### config.mk
export PLATFORM = sky130hd
export DESIGN_NAME = match_state_ctrl_flat
export DESIGN_NICKNAME = d
export VERILOG_FILES = /design/src/rtl/match_state_ctrl_if.sv /design/src/rtl/match_state_ctrl.sv /design/src/flat_wrapper.sv
export SDC_FILE = /design/constraint.sdc
export NUM_CORES = 1
export LEC_CHECK = 0
export ABC_AREA = 0
export BUFFER_PORTS_ARGS = -buffer_cell sky130_fd_sc_hd__buf_2
export CAP_MARGIN = 15
export CORE_ASPECT_RATIO = 1.2
export CORE_MARGIN = 2
export CORE_UTILIZATION = 30
export CTS_CLUSTER_SIZE = 14
export DETAILED_ROUTE_END_ITERATION = 6
export PLACE_DENSITY_LB_ADDON = 0.25
export SYNTH_ARGS = -nofsm -noshare
export SYNTH_HDL_FRONTEND = slang
export SYNTH_SLANG_ARGS = --single-unit
### constraint.sdc
create_clock -name clk_25MHz -period 2.6 [get_ports clk_25MHz]
set_clock_uncertainty 0.1 [all_clocks]
set_input_delay 0.26 -clock clk_25MHz [delete_from_list [all_inputs] [get_ports clk_25MHz]]
set_output_delay 0.26 -clock clk_25MHz [all_outputs]
set_load 0.05 [all_outputs]
### src/rtl/match_state_ctrl_if.sv
// match_state_ctrl_if -- keyboard/health inputs and game-state outputs of the match controller.
`default_nettype none

interface match_state_ctrl_if #(
  parameter int HEALTH_W = 8,
  parameter int NUM_KEYS = 4
);
  logic [NUM_KEYS*8-1:0] keycodes;
  logic [HEALTH_W-1:0]   healthL;
  logic [HEALTH_W-1:0]   healthR;
  logic [2:0]            state;
  logic [1:0]            bg_sel;
  logic                  fight_en;
  logic                  round_start;
  logic                  deathL;
  logic                  deathR;
  logic [2:0]            winsL;
  logic [2:0]            winsR;
  logic [1:0]            winner;

  modport master (
    output keycodes, healthL, healthR,
    input  state, bg_sel, fight_en, round_start, deathL, deathR, winsL, winsR, winner
  );

  modport slave (
    input  keycodes, healthL, healthR,
    output state, bg_sel, fight_en, round_start, deathL, deathR, winsL, winsR, winner
  );
endinterface

`default_nettype wire

### src/rtl/match_state_ctrl.sv
// match_state_ctrl -- round/match sequencer for a two-fighter game. Rev 1.0
`default_nettype none

module match_state_ctrl #(
  parameter int         HEALTH_W      = 8,
  parameter int         KO_THRESH     = 192,
  parameter int         ROUNDS_TO_WIN = 2,
  parameter int         NUM_KEYS      = 4,
  parameter logic [7:0] START_KEY     = 8'h28,
  parameter int         COUNTDOWN_CYC = 75_000_000,
  parameter int         ROUNDEND_CYC  = 50_000_000
) (
  input  logic              clk_25MHz,
  input  logic              Reset,
  match_state_ctrl_if.slave bus
);

  localparam int                CNT_MAX = (COUNTDOWN_CYC > ROUNDEND_CYC) ? COUNTDOWN_CYC : ROUNDEND_CYC;
  localparam int                CNT_W   = $clog2(CNT_MAX);
  localparam logic [CNT_W-1:0]  CD_LOAD = CNT_W'(COUNTDOWN_CYC - 1);
  localparam logic [CNT_W-1:0]  RE_LOAD = CNT_W'(ROUNDEND_CYC - 1);
  localparam logic [2:0]        WIN_MAX = 3'(ROUNDS_TO_WIN);
  localparam logic [HEALTH_W-1:0] KO_LVL = HEALTH_W'(KO_THRESH);

  typedef enum logic [2:0] {
    IDLE      = 3'd0,
    COUNTDOWN = 3'd1,
    FIGHT     = 3'd2,
    ROUND_END = 3'd3,
    MATCH_END = 3'd4
  } state_t;

  state_t           state_q, state_d;
  logic [CNT_W-1:0] cnt_q, cnt_d;
  logic [2:0]       wins_l_q, wins_l_d, wins_r_q, wins_r_d;
  logic [1:0]       winner_q, winner_d;
  logic             death_l_q, death_l_d, death_r_q, death_r_d;
  logic             round_start_q, round_start_d;
  logic             fight_en_q;
  logic [1:0]       bg_sel_q, bg_sel_d;
  logic             key_q, key_pressed, start_edge;
  logic             ko_l, ko_r;

  always_comb begin
    key_pressed = 1'b0;
    for (int i = 0; i < NUM_KEYS; i++) begin
      if (bus.keycodes[i*8 +: 8] == START_KEY) key_pressed = 1'b1;
    end
  end

  assign start_edge = key_pressed & ~key_q;
  assign ko_l       = (bus.healthL >= KO_LVL);
  assign ko_r       = (bus.healthR >= KO_LVL);

  always_comb begin
    state_d       = state_q;
    cnt_d         = cnt_q;
    wins_l_d      = wins_l_q;
    wins_r_d      = wins_r_q;
    winner_d      = winner_q;
    death_l_d     = death_l_q;
    death_r_d     = death_r_q;
    round_start_d = 1'b0;
    case (state_q)
      IDLE: begin
        if (start_edge) begin
          state_d       = COUNTDOWN;
          cnt_d         = CD_LOAD;
          round_start_d = 1'b1;
          wins_l_d      = 3'd0;
          wins_r_d      = 3'd0;
          winner_d      = 2'd0;
        end
      end
      COUNTDOWN: begin
        if (cnt_q == '0) state_d = FIGHT;
        else             cnt_d   = cnt_q - CNT_W'(1);
      end
      FIGHT: begin
        if (ko_l | ko_r) begin
          state_d   = ROUND_END;
          cnt_d     = RE_LOAD;
          death_l_d = ko_l;
          death_r_d = ko_r;
          // A double KO is a draw: nobody scores.
          if (ko_l & ~ko_r & (wins_r_q < WIN_MAX)) wins_r_d = wins_r_q + 3'd1;
          if (ko_r & ~ko_l & (wins_l_q < WIN_MAX)) wins_l_d = wins_l_q + 3'd1;
        end
      end
      ROUND_END: begin
        if (cnt_q != '0) begin
          cnt_d = cnt_q - CNT_W'(1);
        end else if ((wins_l_q == WIN_MAX) || (wins_r_q == WIN_MAX)) begin
          state_d  = MATCH_END;
          winner_d = (wins_l_q == WIN_MAX) ? 2'd1 : 2'd2;
        end else begin
          state_d       = COUNTDOWN;
          cnt_d         = CD_LOAD;
          round_start_d = 1'b1;
        end
      end
      MATCH_END: begin
        if (start_edge) begin
          state_d   = IDLE;
          death_l_d = 1'b0;
          death_r_d = 1'b0;
          wins_l_d  = 3'd0;
          wins_r_d  = 3'd0;
          winner_d  = 2'd0;
        end
      end
      default: state_d = IDLE;
    endcase

    case (state_d)
      IDLE:      bg_sel_d = 2'd0;
      MATCH_END: bg_sel_d = 2'd2;
      default:   bg_sel_d = 2'd1;
    endcase
  end

  always_ff @(posedge clk_25MHz or posedge Reset) begin
    if (Reset) begin
      state_q       <= IDLE;
      cnt_q         <= '0;
      wins_l_q      <= 3'd0;
      wins_r_q      <= 3'd0;
      winner_q      <= 2'd0;
      death_l_q     <= 1'b0;
      death_r_q     <= 1'b0;
      round_start_q <= 1'b0;
      fight_en_q    <= 1'b0;
      bg_sel_q      <= 2'd0;
      // Held high so a key already down at reset release is not seen as a press.
      key_q         <= 1'b1;
    end else begin
      state_q       <= state_d;
      cnt_q         <= cnt_d;
      wins_l_q      <= wins_l_d;
      wins_r_q      <= wins_r_d;
      winner_q      <= winner_d;
      death_l_q     <= death_l_d;
      death_r_q     <= death_r_d;
      round_start_q <= round_start_d;
      fight_en_q    <= (state_d == FIGHT);
      bg_sel_q      <= bg_sel_d;
      key_q         <= key_pressed;
    end
  end

  assign bus.state       = state_q;
  assign bus.bg_sel      = bg_sel_q;
  assign bus.fight_en    = fight_en_q;
  assign bus.round_start = round_start_q;
  assign bus.deathL      = death_l_q;
  assign bus.deathR      = death_r_q;
  assign bus.winsL       = wins_l_q;
  assign bus.winsR       = wins_r_q;
  assign bus.winner      = winner_q;

endmodule

`default_nettype wire

### src/flat_wrapper.sv
// flat-port wrapper written by rule: the top's interface ports become plain ports
module match_state_ctrl_flat 
#(
  parameter int         HEALTH_W      = 8,
  parameter int         KO_THRESH     = 192,
  parameter int         ROUNDS_TO_WIN = 2,
  parameter int         NUM_KEYS      = 4,
  parameter logic [7:0] START_KEY     = 8'h28,
  parameter int         COUNTDOWN_CYC = 75_000_000,
  parameter int         ROUNDEND_CYC  = 50_000_000
)
  (clk_25MHz, Reset, bus_keycodes, bus_healthL, bus_healthR, bus_state, bus_bg_sel, bus_fight_en, bus_round_start, bus_deathL, bus_deathR, bus_winsL, bus_winsR, bus_winner);
  match_state_ctrl_if #(.HEALTH_W(HEALTH_W), .NUM_KEYS(NUM_KEYS)) bus_i ();
  input  logic clk_25MHz;
  input  logic Reset;
  input wire logic [$bits(bus_i.keycodes)-1:0] bus_keycodes;
  input wire logic [$bits(bus_i.healthL)-1:0] bus_healthL;
  input wire logic [$bits(bus_i.healthR)-1:0] bus_healthR;
  output wire logic [$bits(bus_i.state)-1:0] bus_state;
  output wire logic [$bits(bus_i.bg_sel)-1:0] bus_bg_sel;
  output wire logic [$bits(bus_i.fight_en)-1:0] bus_fight_en;
  output wire logic [$bits(bus_i.round_start)-1:0] bus_round_start;
  output wire logic [$bits(bus_i.deathL)-1:0] bus_deathL;
  output wire logic [$bits(bus_i.deathR)-1:0] bus_deathR;
  output wire logic [$bits(bus_i.winsL)-1:0] bus_winsL;
  output wire logic [$bits(bus_i.winsR)-1:0] bus_winsR;
  output wire logic [$bits(bus_i.winner)-1:0] bus_winner;
  assign bus_i.keycodes = bus_keycodes;
  assign bus_i.healthL = bus_healthL;
  assign bus_i.healthR = bus_healthR;
  assign bus_state = bus_i.state;
  assign bus_bg_sel = bus_i.bg_sel;
  assign bus_fight_en = bus_i.fight_en;
  assign bus_round_start = bus_i.round_start;
  assign bus_deathL = bus_i.deathL;
  assign bus_deathR = bus_i.deathR;
  assign bus_winsL = bus_i.winsL;
  assign bus_winsR = bus_i.winsR;
  assign bus_winner = bus_i.winner;
  match_state_ctrl #(.HEALTH_W(HEALTH_W), .KO_THRESH(KO_THRESH), .ROUNDS_TO_WIN(ROUNDS_TO_WIN), .NUM_KEYS(NUM_KEYS), .START_KEY(START_KEY), .COUNTDOWN_CYC(COUNTDOWN_CYC), .ROUNDEND_CYC(ROUNDEND_CYC)) u_core (.clk_25MHz(clk_25MHz), .Reset(Reset), .bus(bus_i));
endmodule
==> qor.txt <==
Crit Path Category = flip-flop to flip-flop
Bufs on Longest Clock Path = 2
Number of global-route vias before repair = 2517
RSZ-0062 raised after global routing = true
Die Y-Extent = 105 um
Clock buffer count from CTS = 5
Ranking of synthesized cells by area = dfrtp_1, o21ai_0, nand2_1, nor2_1, a21oi_1
Maximum number of pins on one net before global-route repair = 26
Met1 demand-to-capacity share in global routing = 21.2%
Top-area cell type share of the netlist area = 43.4%
Total power of the final layout = 0.00233 W
Worst Reg-to-Reg Cells = 9
Initial Utilization = 31.1%
Status = finished, violations left
Post-route DRC violation count = 0
Overall overflow remaining after global route = 0
Number of optimization iterations in the first detailed-route pass = 4
Residual antenna-violating net count after detailed routing = 0
Crit Reg-Reg Startpoint = u_core.cnt_q[1]
Insertion delay of the later-clocked pin in the worst-skew pair = 300 ps
# placed instances = 483
Slew of the pin with the lowest slew margin = 612 ps
Total cell area at the placement stage = 3200 um^2
Clock transition time at the flip-flop clock pins of the worst setup and hold paths = 90 ps
Fraction of the yosys area taken by sequential cells = 44.4%
Worst hold stages = 4
Clock net sink count = 45
# Max-Cap Violations = 0
Most used standard cell by instance count after synthesis = dfrtp_1
Final number of hold-violating endpoints = 0
Layer carrying the most global-route usage = met2
Overall routing resource usage = 16.6%
Std-Cell Core Area = 8150 um^2
Final design area excluding fillers = 3520 um^2
Diodes inserted = 0
Worst r2r dst = u_core.cnt_q[4]
Data arrival time of the worst path = 2860 ps
Grt met2 use = 28.9%
Path type of the worst min-delay path = input port to flip-flop
# IOs = 67
EDFF count, synth = 0
Non-filler instance count after layout = 500
Synthesis-to-layout area growth = 38.8%
Maximum ir drop on the vdd rail = 0.383 mV
CP startpoint = u_core.cnt_q[1]
Number of synthesized register bits = 45
Clock H-tree levels = 2
Number of standard cells after synthesis = 287
Clock tree from TritonCTS = built
Pwr Density = 660 nW/um^2
Critical Path Sink Type = flip-flop
Most instantiated flip-flop cell in the synthesis netlist = dfrtp_1
FF-to-FF setup slack = -160 ps
Launch point of the worst hold path = bus_keycodes[16]
Post-synthesis net count = 342
Vias after detailed routing = 2598
Critical path peak fanout = 4
Num rows = 36
List of most frequent post-synthesis cells = dfrtp_1, o21ai_0, nand2_1
Fmax = 362 MHz
Yosys top cell by area = dfrtp_1
Routability cong. = 0.855
Die width = 88.0 um
Required arrival time at the worst endpoint = 2700 ps
P_leak = 1.55 nW
Relative slew margins = 59.0%
Total Wirelength = 7380 um
Post-route core utilization = 43.2%
Port buffer count = 54
Die Footprint = 9210 um^2
Async S/R FF share, synth = 100%
Fraction of layout instances using a drive strength above 1 = 35.2%
Vias per inst = 5.20
Detailed Route Iter0 Violations = 161
CTS Root Buffer Type = clkbuf_8
Layout fillers = 804
Average cell area after synthesis = 8.84 um^2
Area of the mapped netlist = 2540 um^2
Final Max Slew Viols = 0
Endpoint of the worst hold path = u_core.key_q
Layout Nets = 440
Number of unique standard cell types used by synthesis = 49
Initial antenna violation count = 0
Final-report setup violation count = 30
Post-detail-place hpwl = 5590 um
First-pass GRT wire length = 12100 um
Wire length per cell = 14.8 um
Kind of start point of the critical path = flip-flop
Ratio of final minimum period to clock period = 106%
Warning count from the yosys run = 0
Failing checks = setup timing
Final worst-path setup slack = -161 ps
Met3 layer usage reported by global route = 2.69%
Min cycle time layout = 2760 ps
state kept, by name, indices dropped and copies added, names as in the netlist:
name                    cells
u_core.bus.bg_sel           2
u_core.bus.deathL           1
u_core.bus.deathR           1
u_core.bus.fight_en         1
u_core.bus.round_start      1
u_core.bus.state            3
u_core.bus.winner           2
u_core.bus.winsL            3
u_core.bus.winsR            3
u_core.cnt_q               27
u_core.key_q                1
where the power goes:
| group | internal, W | switching, W | total, W |
|---|---|---|---|
| logic | 0.000288 | 0.000425 | 0.000713 |
| registers | 0.000844 | 0.000131 | 0.000975 |
| clock network | 0.000382 | 0.000255 | 0.000637 |
worst max-delay path by stage:
stage,end,cells after the start
4_1_cts,u_core.cnt_q[4],9
3_3_place_gp,u_core.bus.bg_sel[0],10
3_5_place_dp,u_core.bus.bg_sel[0],10
5_1_grt,u_core.cnt_q[17],9
2_1_floorplan,u_core.cnt_q[20],10
6_report,u_core.cnt_q[4],9
critical path, cell delays in order, from the launching register on:
cell and delay [ps]:
dfrtp_1 400, inv_2 80, ha_4 130, or3b_4 370, or4_4 440, or4_4 530, o221ai_4 220, buf_4 170
a21oi_1 40, o22a_1 190
stage by stage:
step | setup TNS [ps] | setup slack [ps] | hold WS [ps]
2_1_floorplan | -3140 | -208 | 328
3_3_place_gp | -3800 | -259 | 236
3_5_place_dp | -5200 | -271 | 254
4_1_cts | -2660 | -153 | 118
5_1_grt | -5490 | -253 | 141
6_report | -2800 | -161 | 116
repair_timing:
action / in CTS / in global routing
setup endpoints to repair: 33 / 35
hold buffers: 1 / 0
hold endpoints to repair: 23 / 0
pin swaps: 4 / 4
gates resized for setup: 19 / 10
buffers inserted: 5 / 4
layer usage:
| layer | vias to the layer above | wire (um) |
|---|---|---|
| met5 | - | 0 |
| met4 | 0 | 74 |
| met3 | 6 | 408 |
| met2 | 88 | 3760 |
| met1 | 1237 | 3130 |
| li1 | 1267 | - |
kinds of logic after synthesis:
logic type      synth area share [%]
simple gates                    25.0
compound gates                  24.0
flops                           44.4
buf+inv                         3.80
fa+ha+maj                       2.47
xor+xnor                       0.345
layout make-up:
class | instances | area (um^2) | share of cell area (%)
Timing Repair Buffer | 103 | 656 | 18.6
Inverter | 9 | 36.3 | 1.03
Sequential cell | 45 | 1130 | 32.0
Clock buffer | 5 | 68.8 | 1.95
Multi-Input combinational cell | 221 | 1430 | 40.5
Tap cell | 114 | 143 | 4.05
Clock inverter | 3 | 65.1 | 1.85
placed cells by master (no fill, tap or decap), types with 6 or more instances in the layout:
cell type / Yosys / layout
buf_2: 3 / 54
buf_4: 1 / 44
dfrtp_1: 44 / 44
o21ai_0: 35 / 32
nand2_1: 33 / 31
nor2_1: 22 / 22
a21oi_1: 15 / 15
nand3_1: 14 / 12
nor3_1: 12 / 12
a31oi_1: 9 / 9
nor4b_1: 8 / 8
nor4_1: 8 / 7
o31ai_1: 6 / 6
(Power assumes the default switching activity.)
